--- src/rtl/vga_timing_pkg.sv ---
// Shared VGA raster constants, coordinate types and window helper.
// Imported by the sync generator and by the pixel renderer.
package vga_timing_pkg;

    localparam int H_DISPLAY = 640;
    localparam int H_FRONT   = 16;
    localparam int H_SYNC    = 96;
    localparam int H_BACK    = 48;
    localparam int V_DISPLAY = 480;
    localparam int V_FRONT   = 10;
    localparam int V_SYNC    = 2;
    localparam int V_BACK    = 33;

    localparam int H_TOTAL = H_DISPLAY + H_FRONT + H_SYNC + H_BACK;
    localparam int V_TOTAL = V_DISPLAY + V_FRONT + V_SYNC + V_BACK;
    localparam int X_MAX   = H_DISPLAY - 1;
    localparam int Y_MAX   = V_DISPLAY - 1;
    localparam int COORD_W = 10;

    typedef logic [COORD_W-1:0] coord_t;

    typedef struct packed {
        logic   hsync;
        logic   vsync;
        logic   video_on;
        coord_t x;
        coord_t y;
    } raster_t;

    // Compared as int so lo+len may reach 1024 without wrapping.
    function automatic logic in_window(coord_t c, int lo, int len);
        return (int'(c) >= lo) && (int'(c) < lo + len);
    endfunction

endpackage

--- src/rtl/vga_mod_counter.sv ---
// Mod-N counter with enable; wrap_o pulses while enabled at N-1.
// Chained through wrap_o to build the divider and h/v counters.
module vga_mod_counter #(
    parameter int N = 4,
    parameter int W = 2
) (
    input  logic         clk_i,
    input  logic         rst_ni,
    input  logic         en_i,
    output logic [W-1:0] cnt_o,
    output logic         wrap_o
);

    logic [W-1:0] cnt_q;
    logic [W-1:0] cnt_d;
    logic         at_max;

    assign at_max = (cnt_q == W'(N - 1));
    assign wrap_o = en_i & at_max;
    assign cnt_o  = cnt_q;

    always_comb begin
        cnt_d = cnt_q;
        if (en_i) begin
            cnt_d = at_max ? '0 : cnt_q + 1'b1;
        end
    end

    always_ff @(posedge clk_i) begin
        if (!rst_ni) begin
            cnt_q <= '0;
        end else begin
            cnt_q <= cnt_d;
        end
    end

endmodule

--- src/rtl/vga_sync_gen.sv ---
// VGA raster timing: pixel divider, h/v counters, syncs, coordinates.
// Define VGA_SYNC_OUTREG_EN to add one aligned output register stage.
module vga_sync_gen #(
    parameter int CLK_DIV   = 4,
    parameter int H_DISPLAY = vga_timing_pkg::H_DISPLAY,
    parameter int H_FRONT   = vga_timing_pkg::H_FRONT,
    parameter int H_SYNC    = vga_timing_pkg::H_SYNC,
    parameter int H_BACK    = vga_timing_pkg::H_BACK,
    parameter int V_DISPLAY = vga_timing_pkg::V_DISPLAY,
    parameter int V_FRONT   = vga_timing_pkg::V_FRONT,
    parameter int V_SYNC    = vga_timing_pkg::V_SYNC,
    parameter int V_BACK    = vga_timing_pkg::V_BACK,
    parameter bit SYNC_POL  = 1'b0
) (
    input  logic       clk,
    input  logic       reset,
    output logic       hsync,
    output logic       vsync,
    output logic       video_on,
    output logic       p_tick,
    output logic [9:0] x,
    output logic [9:0] y,
    output logic       frame_start
);

    import vga_timing_pkg::*;

    localparam int HT    = H_DISPLAY + H_FRONT + H_SYNC + H_BACK;
    localparam int VT    = V_DISPLAY + V_FRONT + V_SYNC + V_BACK;
    localparam int DIV_W = (CLK_DIV > 1) ? $clog2(CLK_DIV) : 1;
    localparam int HS_LO = H_DISPLAY + H_FRONT;
    localparam int VS_LO = V_DISPLAY + V_FRONT;

    logic [DIV_W-1:0] div_q;
    logic             div_wrap;
    logic             h_wrap;
    logic             v_wrap;
    logic             tick;
    logic             vid;
    coord_t           h_q;
    coord_t           v_q;
    coord_t           h_d;
    coord_t           v_d;
    logic             hsync_q;
    logic             vsync_q;
    logic             fs_q;
    raster_t          base;

    vga_mod_counter #(.N(CLK_DIV), .W(DIV_W)) u_div (
        .clk_i  (clk),
        .rst_ni (reset),
        .en_i   (1'b1),
        .cnt_o  (div_q),
        .wrap_o (div_wrap)
    );

    vga_mod_counter #(.N(HT), .W(COORD_W)) u_h (
        .clk_i  (clk),
        .rst_ni (reset),
        .en_i   (div_wrap),
        .cnt_o  (h_q),
        .wrap_o (h_wrap)
    );

    vga_mod_counter #(.N(VT), .W(COORD_W)) u_v (
        .clk_i  (clk),
        .rst_ni (reset),
        .en_i   (h_wrap),
        .cnt_o  (v_q),
        .wrap_o (v_wrap)
    );

    assign tick = (div_q == DIV_W'(CLK_DIV - 1));

    // Next-state position, so the registered syncs line up with x/y.
    assign h_d = h_wrap ? '0 : h_q + COORD_W'(div_wrap);
    assign v_d = v_wrap ? '0 : v_q + COORD_W'(h_wrap);

    always_ff @(posedge clk) begin
        if (!reset) begin
            hsync_q <= ~SYNC_POL;
            vsync_q <= ~SYNC_POL;
            fs_q    <= 1'b0;
        end else begin
            hsync_q <= in_window(h_d, HS_LO, H_SYNC) ? SYNC_POL : ~SYNC_POL;
            vsync_q <= in_window(v_d, VS_LO, V_SYNC) ? SYNC_POL : ~SYNC_POL;
            fs_q    <= v_wrap;
        end
    end

    assign vid  = (int'(h_q) < H_DISPLAY) && (int'(v_q) < V_DISPLAY);
    assign base = '{hsync: hsync_q, vsync: vsync_q, video_on: vid,
                    x: h_q, y: v_q};

`ifdef VGA_SYNC_OUTREG_EN
    raster_t out_q;
    logic    tick_q;
    logic    fs_out_q;

    always_ff @(posedge clk) begin
        if (!reset) begin
            out_q    <= '{hsync: ~SYNC_POL, vsync: ~SYNC_POL,
                          video_on: 1'b0, x: '0, y: '0};
            tick_q   <= 1'b0;
            fs_out_q <= 1'b0;
        end else begin
            out_q    <= base;
            tick_q   <= tick;
            fs_out_q <= fs_q;
        end
    end

    assign hsync       = out_q.hsync;
    assign vsync       = out_q.vsync;
    assign video_on    = out_q.video_on;
    assign x           = out_q.x;
    assign y           = out_q.y;
    assign p_tick      = tick_q;
    assign frame_start = fs_out_q;
`else
    assign hsync       = base.hsync;
    assign vsync       = base.vsync;
    assign video_on    = base.video_on;
    assign x           = base.x;
    assign y           = base.y;
    assign p_tick      = tick;
    assign frame_start = fs_q;
`endif

endmodule

--- config.mk ---
export PLATFORM = sky130hd
export DESIGN_NAME = vga_sync_gen
export DESIGN_NICKNAME = d
export VERILOG_FILES = /design/src/rtl/vga_timing_pkg.sv /design/src/rtl/vga_mod_counter.sv /design/src/rtl/vga_sync_gen.sv
export SDC_FILE = /design/constraint.sdc
export NUM_CORES = 1
export LEC_CHECK = 0
export BUFFER_PORTS_ARGS = -buffer_cell sky130_fd_sc_hd__buf_2
export CAP_MARGIN = 15
export CORE_ASPECT_RATIO = 0.6
export CORE_MARGIN = 4
export CORE_UTILIZATION = 55
export CTS_BUF_LIST = sky130_fd_sc_hd__clkbuf_16
export CTS_CLUSTER_DIAMETER = 50
export DETAILED_ROUTE_END_ITERATION = 10
export HOLD_SLACK_MARGIN = 0.12
export PLACE_DENSITY = 0.86
export SLEW_MARGIN = 10
export SYNTH_ARGS = -nofsm -noshare
export SYNTH_HDL_FRONTEND = slang
export SYNTH_SLANG_ARGS = --single-unit
--- constraint.sdc ---
create_clock -name clk -period 3.4 [get_ports clk]
set_input_delay 0.17 -clock clk [delete_from_list [all_inputs] [get_ports clk]]
set_output_delay 0.17 -clock clk [all_outputs]
set_load 0.01 [all_outputs]
==> results of run 1 <==
-- how the worst min path moves through the flow --
stage	start	to	cells past startpoint	slack (ns)
2_1_floorplan	reset	u_h.cnt_o[0]	1	0.29
3_3_place_gp	u_div.cnt_o[0]	u_div.cnt_o[0]	1	0.41
3_5_place_dp	u_div.cnt_o[0]	u_div.cnt_o[0]	1	0.42
4_1_cts	reset	u_h.cnt_o[0]	2	0.20
5_1_grt	reset	u_h.cnt_o[0]	2	0.21
6_report	reset	u_h.cnt_o[0]	2	0.20
-- final cells by class --
type                       count  area share
multi-input combinational    132       0.539
sequential                    25       0.298
timing repair buffer          26      0.0776
clock buffer                   3      0.0447
tap                           32      0.0239
inverter                       6      0.0134
clock inverter                 1     0.00298
-- metrics by stage --
step / setup slack (ns) / power, mW / std cells
floorplan: 0.814 / 0.318 / 171
global placement: 0.850 / 0.323 / 221
detailed placement: 0.568 / 0.324 / 221
CTS: 0.514 / 0.580 / 225
global route: 0.252 / 0.596 / 225
finish: 0.535 / 0.578 / 225
-- critical path, cell delays in order, from the launching register on --
cell and delay [ns]:
dfxtp_1 0.31, ha_1 0.31, and2_2 0.28, nand3_4 0.12, inv_1 0.10, ha_1 0.22
ha_1 0.22, and4_1 0.25, a22o_1 0.20, a2111oi_0 0.49, o221ai_1 0.20
-- cell usage in the layout, fill, tap and decap left out, drive strengths merged, types with 5 or more instances in the layout --
master	Yosys	routed
buf	6	26
dfxtp	25	25
a21oi	13	13
nand2	11	11
nor2	11	11
nand3	11	11
o21ai	9	9
ha	8	8
inv	6	6
nand4	6	6
and3	6	6
xnor2	5	5
nand4b	5	5
-- metal layers --
layer / global-route usage / share of wire
met3: 0.0702 / 0.10
met5: 0 / 0
met4: 0.0581 / 0.019
met1: 0.317 / 0.45
met2: 0.292 / 0.42
-- cell families (layout without fill, tap and decap cells) --
group                    after synthesis  after routing  share of synthesized area
flip-flops                            25             25                      0.336
buffers and inverters                 14             36                     0.0563
AND/OR/NAND/NOR                       80             80                      0.340
multiplexers                           1              1                    0.00672
XOR/XNOR                               9              9                     0.0529
adder cells (fa/ha/maj)                8              8                     0.0672
AO/OA/AOI/OAI                         34             34                      0.140
-- sequential cells by signal, summed over array words and instances, names as in the netlist --
register	cells
frame_start	1
u_h.cnt_o	10
u_v.cnt_o	10
u_div.cnt_o	2
vsync	1
hsync	1
-- where the power goes --
group / switching (mW) / internal [mW]
Combinational: 0.0106 / 0.00720
Clock: 0.102 / 0.159
Sequential: 0.00269 / 0.297
Total: 0.116 / 0.463
==> flow_summary.ini, run 1 <==
[timing]
rsz0062_at_grt = no
worstMarginPinSlew_ns = 0.865
slew_headroom = 0.418
hold_viol = 0
min_period_over_period = 0.843
setup_viol = 0
whs_ns = 0.200
period_needed_ns = 2.86
report.final.slew_viol_count = 0
skew_ns = 0.00362
fin_setup_tns_ns = 0
fmax_ghz = 0.349

[synth]
synth_edf_count = 0
ys.warnings.count = 0
syn_area_sq_um = 1490
avgSynthCellArea_sq_um = 8.71
yosys_register_bits = 25
synthFlopType = dfxtp_1
synth_fp_nets = 181
yosysSeqAreaShare = 0.336
post-synth-top-count-cell = dfxtp_1
syn_inst = 171
yosys-top-cells-area = dfxtp_1 (34%), ha_1 (6.7%), a21oi_1 (4.4%), nand3_1 (3.4%), nand4b_1 (2.9%)
synth_top_area_cell = dfxtp_1
synthArstFlopShare = 0
synth_commonest_cells = dfxtp_1 (25), a21oi_1 (13), nand2_1 (11), nor2_1 (11), nand3_1 (10)
ys_types = 49
yosys.area.top_type_share = 0.336

[finish]
fillers = 200
drive_above_1_share = 0.207
area_growth_pct = 12.7
fin_area_sq_um = 1680
seq_area_sq_um = 500
utilization = 0.661
multi_input_comb_area_sq_um = 905
diodes = 0
fin_nets = 204

[global_route]
grt_max_degree = 15
grtUsageTotal = 0.213
grt_antenna_before_repair = 0
grt_pass1_vias = 1281
gr-total-overflow = 0
grt_first_pass_wirelength_mm = 6.18

[hold_path]
hp-class = primary input to register

[setup_path]
critPathArrivalTime_ns = 2.98
critPathLaunchType = register
critPathCaptureType = register
crit_type = register to register
crit_fanout = 11
regToRegSetupSlack_ns = 0.54
rr_worst_depth = 10
crit_required_ns = 3.51
startpoint = u_div.cnt_o[0]
worstReg2RegStart = u_div.cnt_o[0]
reg2reg_to = vsync
cp-endpoint = vsync

[clocking]
clk_latency_ns = 0.26
cts_buffers = 3
clk_pin_slew_worst_paths_ns = 0.06
postCtsSetupBuffers = 0
cts-resized-gates = 0
cts_root_buf = clkbuf_16
cts_tree = done
max-clock-path-buffers = 2
cts_hold_buffers = 0
cts.sinks = 25
htreeDepth = 1

[place]
port_buffers = 26
gp_congestion = 0.849
dpl-instance-area_sq_um = 1600
hpwlAfterDp_mm = 2.70

[routing]
vias_per_cell = 6.32
drtPass1Iterations = 9
wl_per_cell_microns = 16.6
wl_mm = 3.75
vias = 1421
drtIter0Drc = 171
ant_nets = 0
drc = 1

[run]
maxCapViolations = 0

[floorplanning]
initial_utilization = 0.586
num_io_pins = 27
rows = 14
die_w_microns = 75.2
dieArea_sq_um = 3630
die_height_microns = 48.3
core_area_sq_um = 2540

[outcome]
status = finished, violations left
violations = design-rule violations

[power]
p_per_area_nw_per_um2 = 345
power.leakage_nw = 0.669
ir_drop_uv = 333
(Power assumes the default switching activity.)
==> inputs of run 2 (changes only) <==
Settings changed: CORE_UTILIZATION 55 to 49, PLACE_DENSITY 0.86 to 0.81.
Clock period 3.4 ns to 2.6 ns, I/O delays scaled along.
==> run 2 against run 1 <==
Effect of this change: the flow now finishes without violations; final cell count increased by 10%; non-clock buffer count increased by 13; worst hold slack got worse by 0.035 ns; first-iteration DRC count decreased by 14%; fmax increased by 16%; highest routed layer unchanged.
==> flow_summary.ini, run 2 (same netlist as run 1, synthesis figures left out) <==
[outcome]
status = finished, final reports clean

[floorplanning]
rows = 15
num_io_pins = 27
die_height_microns = 50.7
dieArea_sq_um = 4010
core_area_sq_um = 2890
initial_utilization = 0.515
die_w_microns = 79.2

[setup_path]
worstReg2RegStart = u_h.cnt_o[0]
crit_fanout = 6
crit_type = register to register
rr_worst_depth = 10
crit_slowest_cell = a2111oi_4
critPathTopFamily = compound AO/OA/AOI/OAI gates
cp_num_buf_inv = 1
critPathCaptureType = register
reg2reg_to = vsync
max_stage_delay_ns = 0.38
cp_common_cell = ha_1
worstSetupPathDepth = 10
critPathArrivalTime_ns = 2.60
crit_required_ns = 2.73
critPathLaunchType = register
crit_chain = ha_2 -> and2_2 -> nand3_4 -> inv_1 -> ha_1 -> ha_1 -> and4_1 -> a22o_1 -> a2111oi_4 -> o221ai_2
regToRegSetupSlack_ns = 0.13

[timing]
min_period_over_period = 0.951
worstMarginPinSlew_ns = 0.510
hold_viol = 0
report.final.slew_viol_count = 0
period_needed_ns = 2.47
setup_viol = 0
fin_setup_tns_ns = 0
skew_ns = 0.00361
slew_headroom = 0.657
rsz0062_at_grt = no
fmax_ghz = 0.404

[routing]
top_layer_used = met4
drtPass1Iterations = 4
ant_nets = 0
routed-wl-met3_microns = 290
vias = 1421
drc = 0
m1WireLength_mm = 1.85
wl_per_cell_microns = 15.0
wl_mm = 3.71
drtIter0Drc = 147
route.met2.wl_mm = 1.56
vias_per_cell = 5.73

[power]
p_per_area_nw_per_um2 = 417
pwr-share-seq = 0.517
switchingPower_uw = 149
p_int_uw = 607
p_clk_frac = 0.448
power_frac_comb = 0.035
sw_frac_of_total = 0.198
finalPower_uw = 756
power.leakage_nw = 0.735
ir_drop_uv = 261

[global_route]
grtUsageTotal = 0.193
grt_max_degree = 15
grt_pass1_vias = 1236
grt_antenna_before_repair = 0
gr-total-overflow = 0
grt_first_pass_wirelength_mm = 6.10

[finish]
utilization = 0.628
drive_above_1_share = 0.272
final_common_cell = buf_2
final_cell_mix = buf_2 (26), dfxtp_1 (25), a21oi_1 (13), buf_4 (13)
diodes = 0
fin_nets = 217
area_growth_pct = 21.9

[hold_path]
hp-class = primary input to register
worstHoldStart = reset
holdPathStages = 2
min_to = u_h.cnt_o[0]

[place]
gp_congestion = 0.968
port_buffers = 26
hpwlAfterDp_mm = 2.64

[clocking]
cts_tree = done
cts_buffers = 3
htreeDepth = 1
cts.sinks = 25
cts_root_buf = clkbuf_16
clk_latency_ns = 0.26
max-clock-path-buffers = 2
clk_pin_slew_worst_paths_ns = 0.06

[run]
maxCapViolations = 0
-- run 2: cell count changes in the layout (fill, tap and decap cells not counted) --
cell / change
o221ai_2: +1
buf_4: +13
a2111oi_4: +1
ha_1: -1
ha_2: +1
a2111oi_0: -1
o221ai_1: -1
-- run 2: routing by layer --
| layer | global-route usage | vias up |
|---|---|---|
| li1 | - | 703 |
| met1 | 0.282 | 662 |
| met2 | 0.277 | 54 |
| met3 | 0.0609 | 2 |
| met4 | 0.0371 | 0 |
| met5 | 0 | - |
-- run 2: worst register-to-register path, stage by stage, from the launching register on --
cell       delay, ns
dfxtp_1         0.35
ha_2            0.20
and2_2          0.22
nand3_4         0.06
inv_1           0.07
ha_1            0.22
ha_1            0.22
and4_1          0.24
a22o_1          0.22
a2111oi_4       0.38
o221ai_2        0.15
-- run 2: how the worst max path moves through the flow --
stage / startpoint / end / slack [ns]
6_report: u_h.cnt_o[0] / vsync / 0.13
5_1_grt: u_h.cnt_o[0] / vsync / 0.007
2_1_floorplan: u_div.cnt_o[0] / vsync / 0.01
3_5_place_dp: u_h.cnt_o[0] / vsync / -0.07
3_3_place_gp: u_h.cnt_o[0] / vsync / 0.20
4_1_cts: u_h.cnt_o[0] / vsync / 0.06
-- run 2: layout make-up --
class | instances | area, sq um
fillers | 253 | 1070
multi-input cells | 132 | 932
flip-flops and latches | 25 | 500
repair buffers | 39 | 228
clock buffers | 3 | 75.1
well taps | 42 | 52.6
inverters | 6 | 22.5
clock inverters | 1 | 5.00
-- run 2: power groups by stage --
| stage | Clock [mW] | Sequential (mW) | Combinational, mW |
|---|---|---|---|
| 3_3_place_gp | 0 | 0.400 | 0.0266 |
| 4_1_cts | 0.341 | 0.391 | 0.0264 |
| 3_5_place_dp | 0 | 0.400 | 0.0263 |
| 5_1_grt | 0.359 | 0.392 | 0.0296 |
| 2_1_floorplan | 0 | 0.400 | 0.0152 |
| 6_report | 0.339 | 0.391 | 0.0264 |
-- run 2: timing repair --
action | 4_1_cts | 5_1_grt
buffers inserted | 0 | 0
hold buffers | 0 | 0
endpoints found under the setup margin | 1 | 1
pin swaps | 0 | 0
gates resized for setup | 2 | 3
-- run 2: through the flow --
step	worst slack [ns]	hold slack [ns]	instances	instance area [sq um]
finish	0.127	0.165	248	1820
detailed placement	-0.0736	0.424	244	1710
global placement	0.201	0.411	244	1710
CTS	0.0552	0.162	248	1790
floorplan	0.0144	0.248	171	1490
global route	0.00709	0.164	248	1820
